==> src/rtl/lcd_ctrl_pkg.sv <==
// Shared types and constants for the HD44780-style 4-bit LCD bus controller:
// FSM states, the fixed power-up command script and the clear/home classifier.
package lcd_ctrl_pkg;

    typedef enum logic [3:0] {
        ST_PWRUP,
        ST_INIT_NIB_SETUP,
        ST_INIT_NIB_E,
        ST_INIT_NIB_WAIT,
        ST_SETUP_HI,
        ST_E_HI,
        ST_GAP,
        ST_SETUP_LO,
        ST_E_LO,
        ST_WAIT,
        ST_IDLE
    } state_t;

    // Single-nibble wake-up writes issued while the panel may still be in 8-bit mode
    localparam logic [3:0] INIT_NIB_WAKE = 4'h3;
    localparam logic [3:0] INIT_NIB_4BIT = 4'h2;

    localparam logic [7:0] CMD_FUNC_SET   = 8'h28;
    localparam logic [7:0] CMD_ENTRY_MODE = 8'h06;
    localparam logic [7:0] CMD_DISPLAY_ON = 8'h0C;
    localparam logic [7:0] CMD_CLEAR      = 8'h01;

    // Init steps 0..3 are single nibbles, 4..7 are full bytes through the byte path
    localparam logic [2:0] INIT_LAST_NIB_STEP = 3'd3;
    localparam logic [2:0] INIT_LAST_STEP     = 3'd7;

    // Clear display (0x01) and return home (0x02/0x03) need the long execution time
    function automatic logic is_clear_home(input logic rs, input logic [7:0] data);
        return (!rs) && (data[7:2] == 6'd0);
    endfunction

    function automatic logic [3:0] init_nibble(input logic [2:0] step);
        return (step == INIT_LAST_NIB_STEP) ? INIT_NIB_4BIT : INIT_NIB_WAKE;
    endfunction

    function automatic logic [7:0] init_byte(input logic [2:0] step);
        logic [7:0] b;
        case (step)
            3'd4:    b = CMD_FUNC_SET;
            3'd5:    b = CMD_ENTRY_MODE;
            3'd6:    b = CMD_DISPLAY_ON;
            default: b = CMD_CLEAR;
        endcase
        return b;
    endfunction

endpackage

==> src/rtl/lcd_nibble_ctrl_timer.sv <==
// Down-counter shared by every timed state. A load of N-1 on state entry makes
// the state last exactly N cycles; done is high while the count sits at zero.
module lcd_delay_timer #(
    parameter int               CNT_W   = 20,
    parameter logic [CNT_W-1:0] RST_VAL = '0
) (
    input  logic             clk,
    input  logic             rst,
    input  logic             load,
    input  logic [CNT_W-1:0] load_val,
    output logic             done
);

    logic [CNT_W-1:0] cnt_reg;

    always_ff @(posedge clk) begin
        if (rst) begin
            cnt_reg <= RST_VAL;
        end else if (load) begin
            cnt_reg <= load_val;
        end else if (cnt_reg != '0) begin
            cnt_reg <= cnt_reg - 1'b1;
        end
    end

    assign done = (cnt_reg == '0);

endmodule

==> src/rtl/lcd_nibble_ctrl.sv <==
// 4-bit HD44780 bus sequencer: runs the power-up/init script, then writes
// upstream bytes as two E-strobed nibbles with setup, gap and execution waits.
module lcd_nibble_ctrl
    import lcd_ctrl_pkg::*;
#(
    parameter int SETUP_CYC      = 2,
    parameter int E_PULSE_CYC    = 12,
    parameter int NIBBLE_GAP_CYC = 50,
    parameter int CMD_WAIT_CYC   = 2000,
    parameter int CLEAR_WAIT_CYC = 82000,
    parameter int POWERUP_CYC    = 750000,
    parameter int INIT1_CYC      = 205000,
    parameter int INIT2_CYC      = 5000,
    parameter int CNT_W          = 20
) (
    input  logic       clk,
    input  logic       rst,
    input  logic       req_valid,
    input  logic       req_rs,
    input  logic [7:0] req_data,
    output logic       req_ready,
    output logic       init_done,
    output logic       busy,
    output logic       lcd_rs,
    output logic       lcd_rw,
    output logic       lcd_e,
    output logic       lcd_4,
    output logic       lcd_5,
    output logic       lcd_6,
    output logic       lcd_7
);

    localparam logic [CNT_W-1:0] SETUP_LD = CNT_W'(SETUP_CYC - 1);
    localparam logic [CNT_W-1:0] E_LD     = CNT_W'(E_PULSE_CYC - 1);
    localparam logic [CNT_W-1:0] GAP_LD   = CNT_W'(NIBBLE_GAP_CYC - 1);
    localparam logic [CNT_W-1:0] CMD_LD   = CNT_W'(CMD_WAIT_CYC - 1);
    localparam logic [CNT_W-1:0] CLEAR_LD = CNT_W'(CLEAR_WAIT_CYC - 1);
    localparam logic [CNT_W-1:0] PWRUP_LD = CNT_W'(POWERUP_CYC - 1);
    localparam logic [CNT_W-1:0] INIT1_LD = CNT_W'(INIT1_CYC - 1);
    localparam logic [CNT_W-1:0] INIT2_LD = CNT_W'(INIT2_CYC - 1);

    state_t           state_reg;
    logic [2:0]       step_reg;
    logic [7:0]       byte_reg;
    logic             lcd_rs_reg;
    logic             lcd_e_reg;
    logic [3:0]       nibble_reg;
    logic             ready_reg;
    logic             busy_reg;
    logic             init_done_reg;

    logic             tmr_load;
    logic [CNT_W-1:0] tmr_val;
    logic             tmr_done;
    logic [7:0]       next_init_byte;
    logic [3:0]       next_init_nib;

    assign next_init_byte = init_byte(step_reg + 3'd1);
    assign next_init_nib  = init_nibble(step_reg + 3'd1);

    lcd_delay_timer #(
        .CNT_W   (CNT_W),
        .RST_VAL (PWRUP_LD)
    ) u_timer (
        .clk      (clk),
        .rst      (rst),
        .load     (tmr_load),
        .load_val (tmr_val),
        .done     (tmr_done)
    );

    // The timer is loaded with the duration of the state being entered
    always_comb begin
        tmr_load = tmr_done;
        tmr_val  = SETUP_LD;
        if (state_reg == ST_IDLE) begin
            tmr_load = req_valid && ready_reg;
        end
        case (state_reg)
            ST_INIT_NIB_SETUP, ST_SETUP_HI, ST_SETUP_LO: tmr_val = E_LD;
            ST_INIT_NIB_E: begin
                case (step_reg)
                    3'd0:    tmr_val = INIT1_LD;
                    3'd1:    tmr_val = INIT2_LD;
                    default: tmr_val = CMD_LD;
                endcase
            end
            ST_E_HI: tmr_val = GAP_LD;
            ST_E_LO: tmr_val = is_clear_home(lcd_rs_reg, byte_reg) ? CLEAR_LD : CMD_LD;
            default: tmr_val = SETUP_LD;
        endcase
    end

    always_ff @(posedge clk) begin
        if (rst) begin
            state_reg     <= ST_PWRUP;
            step_reg      <= 3'd0;
            byte_reg      <= 8'h00;
            lcd_rs_reg    <= 1'b0;
            lcd_e_reg     <= 1'b0;
            nibble_reg    <= 4'h0;
            ready_reg     <= 1'b0;
            busy_reg      <= 1'b1;
            init_done_reg <= 1'b0;
        end else begin
            case (state_reg)
                ST_PWRUP: begin
                    if (tmr_done) begin
                        state_reg  <= ST_INIT_NIB_SETUP;
                        lcd_rs_reg <= 1'b0;
                        nibble_reg <= init_nibble(step_reg);
                    end
                end
                ST_INIT_NIB_SETUP: begin
                    if (tmr_done) begin
                        state_reg <= ST_INIT_NIB_E;
                        lcd_e_reg <= 1'b1;
                    end
                end
                ST_INIT_NIB_E: begin
                    if (tmr_done) begin
                        state_reg <= ST_INIT_NIB_WAIT;
                        lcd_e_reg <= 1'b0;
                    end
                end
                ST_INIT_NIB_WAIT: begin
                    if (tmr_done) begin
                        step_reg <= step_reg + 3'd1;
                        if (step_reg == INIT_LAST_NIB_STEP) begin
                            state_reg  <= ST_SETUP_HI;
                            byte_reg   <= next_init_byte;
                            nibble_reg <= next_init_byte[7:4];
                        end else begin
                            state_reg  <= ST_INIT_NIB_SETUP;
                            nibble_reg <= next_init_nib;
                        end
                    end
                end
                ST_SETUP_HI: begin
                    if (tmr_done) begin
                        state_reg <= ST_E_HI;
                        lcd_e_reg <= 1'b1;
                    end
                end
                ST_E_HI: begin
                    if (tmr_done) begin
                        state_reg <= ST_GAP;
                        lcd_e_reg <= 1'b0;
                    end
                end
                ST_GAP: begin
                    if (tmr_done) begin
                        state_reg  <= ST_SETUP_LO;
                        nibble_reg <= byte_reg[3:0];
                    end
                end
                ST_SETUP_LO: begin
                    if (tmr_done) begin
                        state_reg <= ST_E_LO;
                        lcd_e_reg <= 1'b1;
                    end
                end
                ST_E_LO: begin
                    if (tmr_done) begin
                        state_reg <= ST_WAIT;
                        lcd_e_reg <= 1'b0;
                    end
                end
                ST_WAIT: begin
                    if (tmr_done) begin
                        if (init_done_reg || step_reg == INIT_LAST_STEP) begin
                            state_reg     <= ST_IDLE;
                            ready_reg     <= 1'b1;
                            busy_reg      <= 1'b0;
                            init_done_reg <= 1'b1;
                        end else begin
                            state_reg  <= ST_SETUP_HI;
                            step_reg   <= step_reg + 3'd1;
                            byte_reg   <= next_init_byte;
                            nibble_reg <= next_init_byte[7:4];
                        end
                    end
                end
                ST_IDLE: begin
                    if (req_valid && ready_reg) begin
                        state_reg  <= ST_SETUP_HI;
                        ready_reg  <= 1'b0;
                        busy_reg   <= 1'b1;
                        byte_reg   <= req_data;
                        lcd_rs_reg <= req_rs;
                        nibble_reg <= req_data[7:4];
                    end
                end
                default: state_reg <= ST_PWRUP;
            endcase
        end
    end

    assign req_ready = ready_reg;
    assign busy      = busy_reg;
    assign init_done = init_done_reg;
    assign lcd_rs    = lcd_rs_reg;
    assign lcd_rw    = 1'b0;
    assign lcd_e     = lcd_e_reg;
    assign lcd_4     = nibble_reg[0];
    assign lcd_5     = nibble_reg[1];
    assign lcd_6     = nibble_reg[2];
    assign lcd_7     = nibble_reg[3];

endmodule

==> config.mk <==
export PLATFORM = sky130hd
export DESIGN_NAME = lcd_nibble_ctrl
export DESIGN_NICKNAME = d
export VERILOG_FILES = /design/src/rtl/lcd_ctrl_pkg.sv /design/src/rtl/lcd_nibble_ctrl_timer.sv /design/src/rtl/lcd_nibble_ctrl.sv
export SDC_FILE = /design/constraint.sdc
export NUM_CORES = 1
export LEC_CHECK = 0
export CORE_MARGIN = 4
export CORE_UTILIZATION = 58
export DETAILED_ROUTE_END_ITERATION = 16
export GPL_TIMING_DRIVEN = 0
export PLACE_DENSITY = 0.83
export SLEW_MARGIN = 20
export SYNTH_ARGS = -nofsm -noshare
export SYNTH_HDL_FRONTEND = slang
export SYNTH_SLANG_ARGS = --single-unit
export TNS_END_PERCENT = 20
==> constraint.sdc <==
create_clock -name clk -period 2.8 [get_ports clk]
set_input_delay 0.42 -clock clk [delete_from_list [all_inputs] [get_ports clk]]
set_output_delay 0.42 -clock clk [all_outputs]
set_load 0.1 [all_outputs]
==> results of run 1 <==
==> final timing paths <==
path              endpoint  depth (start not counted)          startpoint
max          nibble_reg[0]                          6  u_timer.cnt_reg[2]
max reg2reg  nibble_reg[0]                          6  u_timer.cnt_reg[2]
min          nibble_reg[3]                          2       nibble_reg[3]
min reg2reg  nibble_reg[3]                          2       nibble_reg[3]
==> Yosys cell counts (7+ instances only) <==
master	count
a211oi_1	8
a21oi_1	33
clkbuf_1	16
dfxtp_1	44
ha_1	9
inv_1	7
nand2_1	32
nand2b_1	10
nand3_1	13
nor2_1	42
nor2b_1	7
nor3_1	17
o21ai_0	22
xnor2_1	8
xor2_1	7
==> per-stage QoR <==
step | total power (uW) | TNS (ps)
after detailed placement | 702 | 0
final | 1120 | 0
after CTS | 1120 | 0
after global routing | 1150 | -92.4
after global placement | 702 | 0
after floorplan | 674 | 0
==> cells by family after synthesis <==
family	count (synthesis)	share of synthesized area
AO/OA/AOI/OAI	91	0.206
XOR/XNOR	15	0.0477
flip-flops	44	0.320
AND/OR/NAND/NOR	164	0.316
adder cells (fa/ha/maj)	9	0.0409
buffers and inverters	27	0.0390
multiplexers	7	0.0291
other	1	0.00136
==> cell type report <==
class / instances / area (um2) / area share
clock buffer: 6 / 82.6 / 0.0263
buffer: 20 / 81.3 / 0.0259
timing repair buffer: 20 / 200 / 0.0637
tap: 52 / 65.1 / 0.0207
multi-input combinational: 287 / 1790 / 0.570
inverter: 7 / 26.3 / 0.00836
clock inverter: 2 / 15.0 / 0.00478
sequential: 44 / 881 / 0.280
==> power groups by stage <==
stage               Clock (uW)  Sequential [uW]  Combinational [uW]
floorplan                    0              646                27.9
global placement             0              647                55.0
detailed placement           0              647                54.7
CTS                        434              633                55.0
global route               457              633                59.6
finish                     429              633                56.2
==> layer usage <==
layer / wire [um] / GRT usage / vias up
met4: 199 / 0.0960 / 0
met5: 0 / 0 / -
met2: 3360 / 0.388 / 145
met3: 668 / 0.0515 / 25
met1: 3470 / 0.374 / 1312
li1: - / - / 1353
==> critical path, delay by kind of cell (launching register included) <==
| family | cells | cell delay (ps) |
|---|---|---|
| AOI/OAI and AO/OA | 1 | 450 |
| and+or+nand+nor | 4 | 1500 |
| muxes | 1 | 330 |
| DFF | 1 | 370 |
==> repair_timing <==
action                                  4_1_cts  5_1_grt
endpoints found under the setup margin        1       22
buffers inserted                              0        0
resized for setup                             1        3
gates cloned                                  0        0
==> reports/summary.txt, run 1 <==
status -> completed
most frequent cells in the layout -> dfxtp_1, nor2_1, a21oi_1
row count -> 24
First DRT Iteration DRCs -> 368
layout cells sized above 1 -> 0.0777
maximum VDD drop -> 0.000322 V
largest net degree at the start of global routing -> 15
Worst Setup Start Kind -> register
DP Area -> 3020 um2
Sw Ratio -> 0.237
worst clock skew -> 8.77 ps
Clock Tree Root -> clkbuf_8
fillers -> 361
sequential share of the synthesized area -> 0.320
die area -> 5920 um2
Die W -> 76.9 um
Hold WC Path Type -> reg2reg
htree depth -> 2
DP HPWL -> 5.64 mm
Reg clk slew, reported paths -> 90 ps
R2R Setup Slk -> 40 ps
initial antenna violation count -> 0
Sequential Power Share -> 0.566
sw power -> 266 uW
DR vias/cell -> 6.47
TritonCTS clock tree -> yes
fin worst setup slack -> 38.6 ps
final max-slew violation count -> 0
dpl cells -> 430
top-area cell type share of the netlist area -> 0.320
CTS Buffer Depth -> 2
Setup CP Type -> reg2reg
LEAKAGE -> 0.00108 uW
Critical Path End Type -> register
first-pass GRT wire length -> 12.5 mm
Initial Utilization -> 0.616
Yosys reg bits -> 44
Max Clk Rate -> 362 MHz
Final Cycle Share -> 0.986
crit-path cells -> or3_1, or4b_4, nor3_4, nand2_1, a221o_1, mux2_4
max cap viols -> 0
post-placement setup slack -> 17.7 ps
Worst path max stage delay -> 560 ps
Power Density -> 356 nW/um2
Sink Count -> 44
number of global-route vias before repair -> 2,573
main area contributors after synthesis -> dfxtp_1, a21oi_1, nor2_1
Unique masters post-synth -> 57
post-layout min period -> 2760 ps
synthesis-to-layout area growth -> 14.1%
I/O Pins -> 22
Gate Count Post-Synth -> 358
fin cells -> 438
actual slew at the worst max-slew pin -> 974 ps
post-DR wirelength/cell -> 17.6 um
ys flop type -> dfxtp_1
Clk Latency, worst-skew pair -> 300 ps
Slew headroom -> 0.348
Final setup viols -> 0
synthesized cell area -> 2760 um2
Post-synth EDFFs -> 0
final WL -> 7.70 mm
Worst EP required -> 2990 ps
crit-path max FO -> 7
Post-synth ARST share -> 0
synthesis warning total -> 0
Crit-path slowest cell -> or4b_4
GRT Util Overall -> 0.261
RSZ-0062 raised after global routing -> true
DRC -> 0
Comb pwr share -> 0.050
antenna cells -> 0
GR Overflow Total -> 0
Largest register FFs -> 20
post-route ant nets -> 0
Post-Syn Nets -> 379
Final Wtd Congestion -> 0.903
port bufs -> 20
Pre-antenna DRT Iters -> 5
Avg Inst Size Synth -> 7.70 um2
Pint -> 853 uW
Chip Height -> 76.9 um
cell taking the most area after synthesis -> dfxtp_1
Clk pwr share -> 0.384
Vias -> 2,835
fin nets -> 406
commonest non-fill, non-tap cell in the layout -> dfxtp_1
CP arrival -> 2950 ps
Final Util -> 0.703
Core Footprint -> 4470 um2
Final Cell Area -> 3140 um2
Fin. Hold Viols -> 0
hold_ws -> 468 ps
hold_buf cts -> 0
Inserted Clock Buffers -> 5
(Power assumes the default switching activity.)
==> inputs of run 2 (changes only) <==
--- a/config.mk
+++ b/config.mk
@@ -8,7 +8,6 @@
 export CORE_MARGIN = 4
 export CORE_UTILIZATION = 58
 export DETAILED_ROUTE_END_ITERATION = 16
-export GPL_TIMING_DRIVEN = 0
 export PLACE_DENSITY = 0.83
 export SLEW_MARGIN = 20
 export SYNTH_ARGS = -nofsm -noshare
==> reports/summary.txt, run 2 (same netlist as run 1, synthesis figures left out) <==
actual slew at the worst max-slew pin -> 597 ps
Vias -> 2,788
I/O Pins -> 22
Clock Tree Root -> clkbuf_8
post-DR wirelength/cell -> 16.9 um
M1 WL -> 3.28 mm
DR vias/cell -> 6.47
GRT Util Overall -> 0.256
maximum VDD drop -> 0.000355 V
Met2 Routed Length -> 3.28 mm
largest net degree at the start of global routing -> 27
GR Overflow Total -> 0
Comb pwr share -> 0.049
Sw Ratio -> 0.224
Pre-antenna DRT Iters -> 5
Worst Setup Start Kind -> register
DRC -> 0
Setup TNS Final -> 0 ps
Clk pwr share -> 0.377
Clk Latency, worst-skew pair -> 300 ps
commonest non-fill, non-tap cell in the layout -> dfxtp_1
hold_ws -> 470 ps
First DRT Iteration DRCs -> 357
Slew headroom -> 0.602
Chip Height -> 76.9 um
Max Clk Rate -> 400 MHz
Pint -> 855 uW
Setup CP Type -> reg2reg
Largest register FFs -> 20
crit-path max FO -> 6
postcts setup bufs -> 0
first-pass GRT wire length -> 12.5 mm
Final Cycle Share -> 0.893
Fin. Hold Viols -> 0
max cap viols -> 0
fillers -> 378
sw power -> 246 uW
metal3 WL -> 597 um
final max-slew violation count -> 0
htree depth -> 2
worst clock skew -> 5.57 ps
Inserted Clock Buffers -> 5
post-route ant nets -> 0
post-layout min period -> 2500 ps
Total Power -> 1100 uW
Final Util -> 0.698
CP arrival -> 2690 ps
Core Footprint -> 4470 um2
Die W -> 76.9 um
Hold WC Path Type -> reg2reg
layout cells sized above 1 -> 0.119
initial antenna violation count -> 0
number of global-route vias before repair -> 2,592
fin nets -> 399
RSZ-0062 raised after global routing -> false
port bufs -> 20
hold_buf cts -> 0
Worst EP required -> 2990 ps
most frequent cells in the layout -> dfxtp_1, nor2_1, a21oi_1
Sequential Power Share -> 0.574
row count -> 24
status -> completed
PostCTS Resize Cnt -> 0
synthesis-to-layout area growth -> 13.3%
Power Density -> 353 nW/um2
LEAKAGE -> 0.00113 uW
DP HPWL -> 5.49 mm
TritonCTS clock tree -> yes
Reg clk slew, reported paths -> 80 ps
Critical Path End Type -> register
Final Wtd Congestion -> 0.951
final WL -> 7.27 mm
Initial Utilization -> 0.616
die area -> 5920 um2
Max Used Layer -> met4
CTS Buffer Depth -> 2
Sink Count -> 44
antenna cells -> 0
Final setup viols -> 0
-- run 2: cell count changes in the layout (fill, tap and decap cells not counted), sizes merged --
| cell | change |
|---|---|
| clkbuf | -14 |
| buf | +18 |
| clkinvlp | -2 |
| clkdlybuf4s50 | -9 |
-- run 2: worst max-delay path: stages (launching register included) --
cell and delay [ps]:
dfxtp_1 360, or3_1 420, nor4b_1 480, nand4_1 170
a31o_2 240, a221o_1 400, mux2_4 330
-- run 2: power groups by stage --
stage / Sequential, uW / Clock (uW) / Combinational, uW
after floorplan: 646 / 0 / 27.9
after global placement: 647 / 0 / 53.0
after detailed placement: 647 / 0 / 54.0
after CTS: 632 / 415 / 54.2
after global routing: 633 / 452 / 58.3
final: 632 / 415 / 54.1
-- run 2: area by class of cell --
| class | count | area (um2) | area share |
|---|---|---|---|
| inverters | 7 | 26.3 | 0.00841 |
| multi-input cells | 287 | 1770 | 0.568 |
| well taps | 52 | 65.1 | 0.0208 |
| flip-flops and latches | 44 | 881 | 0.282 |
| clock buffers | 8 | 90.1 | 0.0288 |
| repair buffers | 33 | 288 | 0.0921 |
-- run 2: metrics by stage --
stage	std cells	cell area, um2	setup slack, ps
global placement	423	3030	370
CTS	431	3120	307
global route	431	3120	55.0
detailed placement	423	3030	327
floorplan	358	2760	367
finish	431	3120	300
-- run 2: worst paths after layout --
path	from	end	slack (ps)	cells past startpoint
max	u_timer.cnt_reg[2]	nibble_reg[1]	300	6
min	nibble_reg[3]	nibble_reg[3]	470	2
max reg2reg	u_timer.cnt_reg[2]	nibble_reg[1]	300	6
min reg2reg	nibble_reg[3]	nibble_reg[3]	470	2
-- run 2: routing by layer --
layer / vias to the layer above / track usage
li1: 1338 / -
met1: 1288 / 0.381
met2: 148 / 0.377
met3: 14 / 0.0410
met4: 0 / 0.0761
met5: - / 0
==> inputs of run 3 (changes only) <==
--- a/config.mk
+++ b/config.mk
@@ -5,10 +5,10 @@
 export SDC_FILE = /design/constraint.sdc
 export NUM_CORES = 1
 export LEC_CHECK = 0
-export CORE_MARGIN = 4
-export CORE_UTILIZATION = 58
+export CORE_MARGIN = 3
+export CORE_UTILIZATION = 50
 export DETAILED_ROUTE_END_ITERATION = 16
-export PLACE_DENSITY = 0.83
+export PLACE_DENSITY = 0.73
 export SLEW_MARGIN = 20
 export SYNTH_ARGS = -nofsm -noshare
 export SYNTH_HDL_FRONTEND = slang
==> reports/summary.txt, run 3 (same netlist as run 1, synthesis figures left out) <==
TritonCTS clock tree -> yes
Pint -> 919 uW
PostCTS Resize Cnt -> 0
hold_buf cts -> 0
GRT Util Overall -> 0.246
worst clock skew -> 11.4 ps
DR vias/cell -> 6.09
Fin. Hold Viols -> 0
Die W -> 80.3 um
Comb pwr share -> 0.046
Clock Tree Root -> clkbuf_8
Clk Latency, worst-skew pair -> 300 ps
final WL -> 7.54 mm
Setup CP Type -> reg2reg
Hold WC Path Type -> reg2reg
Sw Ratio -> 0.220
Max Clk Rate -> 393 MHz
Critical Path End Type -> register
Chip Height -> 80.3 um
Clk pwr share -> 0.417
maximum VDD drop -> 0.000225 V
Final Wtd Congestion -> 0.894
post-placement setup slack -> 331 ps
fin worst setup slack -> 257 ps
Worst Setup Start Kind -> register
actual slew at the worst max-slew pin -> 769 ps
number of global-route vias before repair -> 2,467
CTS Buffer Depth -> 2
Worst path max stage delay -> 480 ps
initial antenna violation count -> 0
metal3 WL -> 472 um
Max Used Layer -> met4
RSZ-0062 raised after global routing -> false
crit-path cells -> or3_1, nor4b_1, nand3_1, buf_4, o21ai_1, buf_4, nor2_1, nor4_1
I/O Pins -> 22
final max-slew violation count -> 0
delay-heaviest family, CP -> simple AND/OR/NAND/NOR gates
largest net degree at the start of global routing -> 29
row count -> 26
Final setup viols -> 0
Core Footprint -> 5200 um2
fin cells -> 453
Final Cell Area -> 3190 um2
first-pass GRT wire length -> 12.4 mm
Largest register FFs -> 20
Worst EP required -> 2970 ps
antenna cells -> 0
Sink Count -> 44
postcts setup bufs -> 0
Setup TNS Final -> 0 ps
Vias -> 2,759
Final Cycle Share -> 0.908
layout cells sized above 1 -> 0.131
DRC -> 0
Pre-antenna DRT Iters -> 6
Power Density -> 369 nW/um2
post-route ant nets -> 0
crit-path max FO -> 16
post-DR wirelength/cell -> 16.7 um
DP Area -> 3090 um2
DP HPWL -> 5.54 mm
GR Overflow Total -> 0
First DRT Iteration DRCs -> 259
max cap viols -> 0
Sequential Power Share -> 0.537
Reg clk slew, reported paths -> 90 ps
dpl cells -> 445
post-layout min period -> 2540 ps
Met2 Routed Length -> 3.40 mm
Crit-path slowest cell -> nor4b_1
htree depth -> 2
synthesis-to-layout area growth -> 15.9%
LEAKAGE -> 0.00116 uW
CP arrival -> 2710 ps
Slew headroom -> 0.487
Initial Utilization -> 0.530
port bufs -> 20
Inserted Clock Buffers -> 5
die area -> 6440 um2
sw power -> 259 uW
CP Buf/Inv Count -> 2
critical path's most frequent cell -> buf_4
status -> completed
fin nets -> 403
commonest non-fill, non-tap cell in the layout -> dfxtp_1
M1 WL -> 3.60 mm
most frequent cells in the layout -> dfxtp_1, nor2_1, a21oi_1
run 3: area by class of cell:
| cell class | instances | area [um2] |
|---|---|---|
| clock buffers | 6 | 72.6 |
| clock inverters | 2 | 35.0 |
| fillers | 487 | 2010 |
| inverters | 7 | 26.3 |
| multi-input cells | 287 | 1770 |
| flip-flops and latches | 44 | 881 |
| well taps | 70 | 87.6 |
| repair buffers | 37 | 318 |
run 3: per-stage QoR:
stage	util	power, uW	hold slack (ps)
after detailed placement	0.593	701	460
after global placement	0.593	701	451
after global routing	0.614	1220	507
final	0.614	1180	469
after CTS	0.614	1190	472
after floorplan	-	674	446
run 3: tightest hold or removal path, cell delays in order (launching register included):
cell     delay, ps
dfxtp_1        320
nand2_1         50
mux2i_1         60
run 3: path summary, 6_finish.rpt:
check                      from                  end  slack (ps)  cells after the start
max          u_timer.cnt_reg[2]  u_timer.cnt_reg[10]         260                      8
min               nibble_reg[2]        nibble_reg[2]         470                      2
max reg2reg  u_timer.cnt_reg[2]  u_timer.cnt_reg[10]         260                      8
min reg2reg       nibble_reg[2]        nibble_reg[2]         470                      2
run 3: metal layers:
layer / track usage / vias to the layer above
met4: 0.0574 / 0
met3: 0.0426 / 6
met5: 0 / -
met2: 0.366 / 101
met1: 0.365 / 1310
li1: - / 1342
run 3: power groups by stage:
stage	Clock, uW	Sequential, uW	Combinational, uW
after floorplan	0	646	27.9
after CTS	501	633	54.0
after detailed placement	0	647	53.7
after global routing	524	633	57.9
after global placement	0	647	54.2
final	491	633	54.0
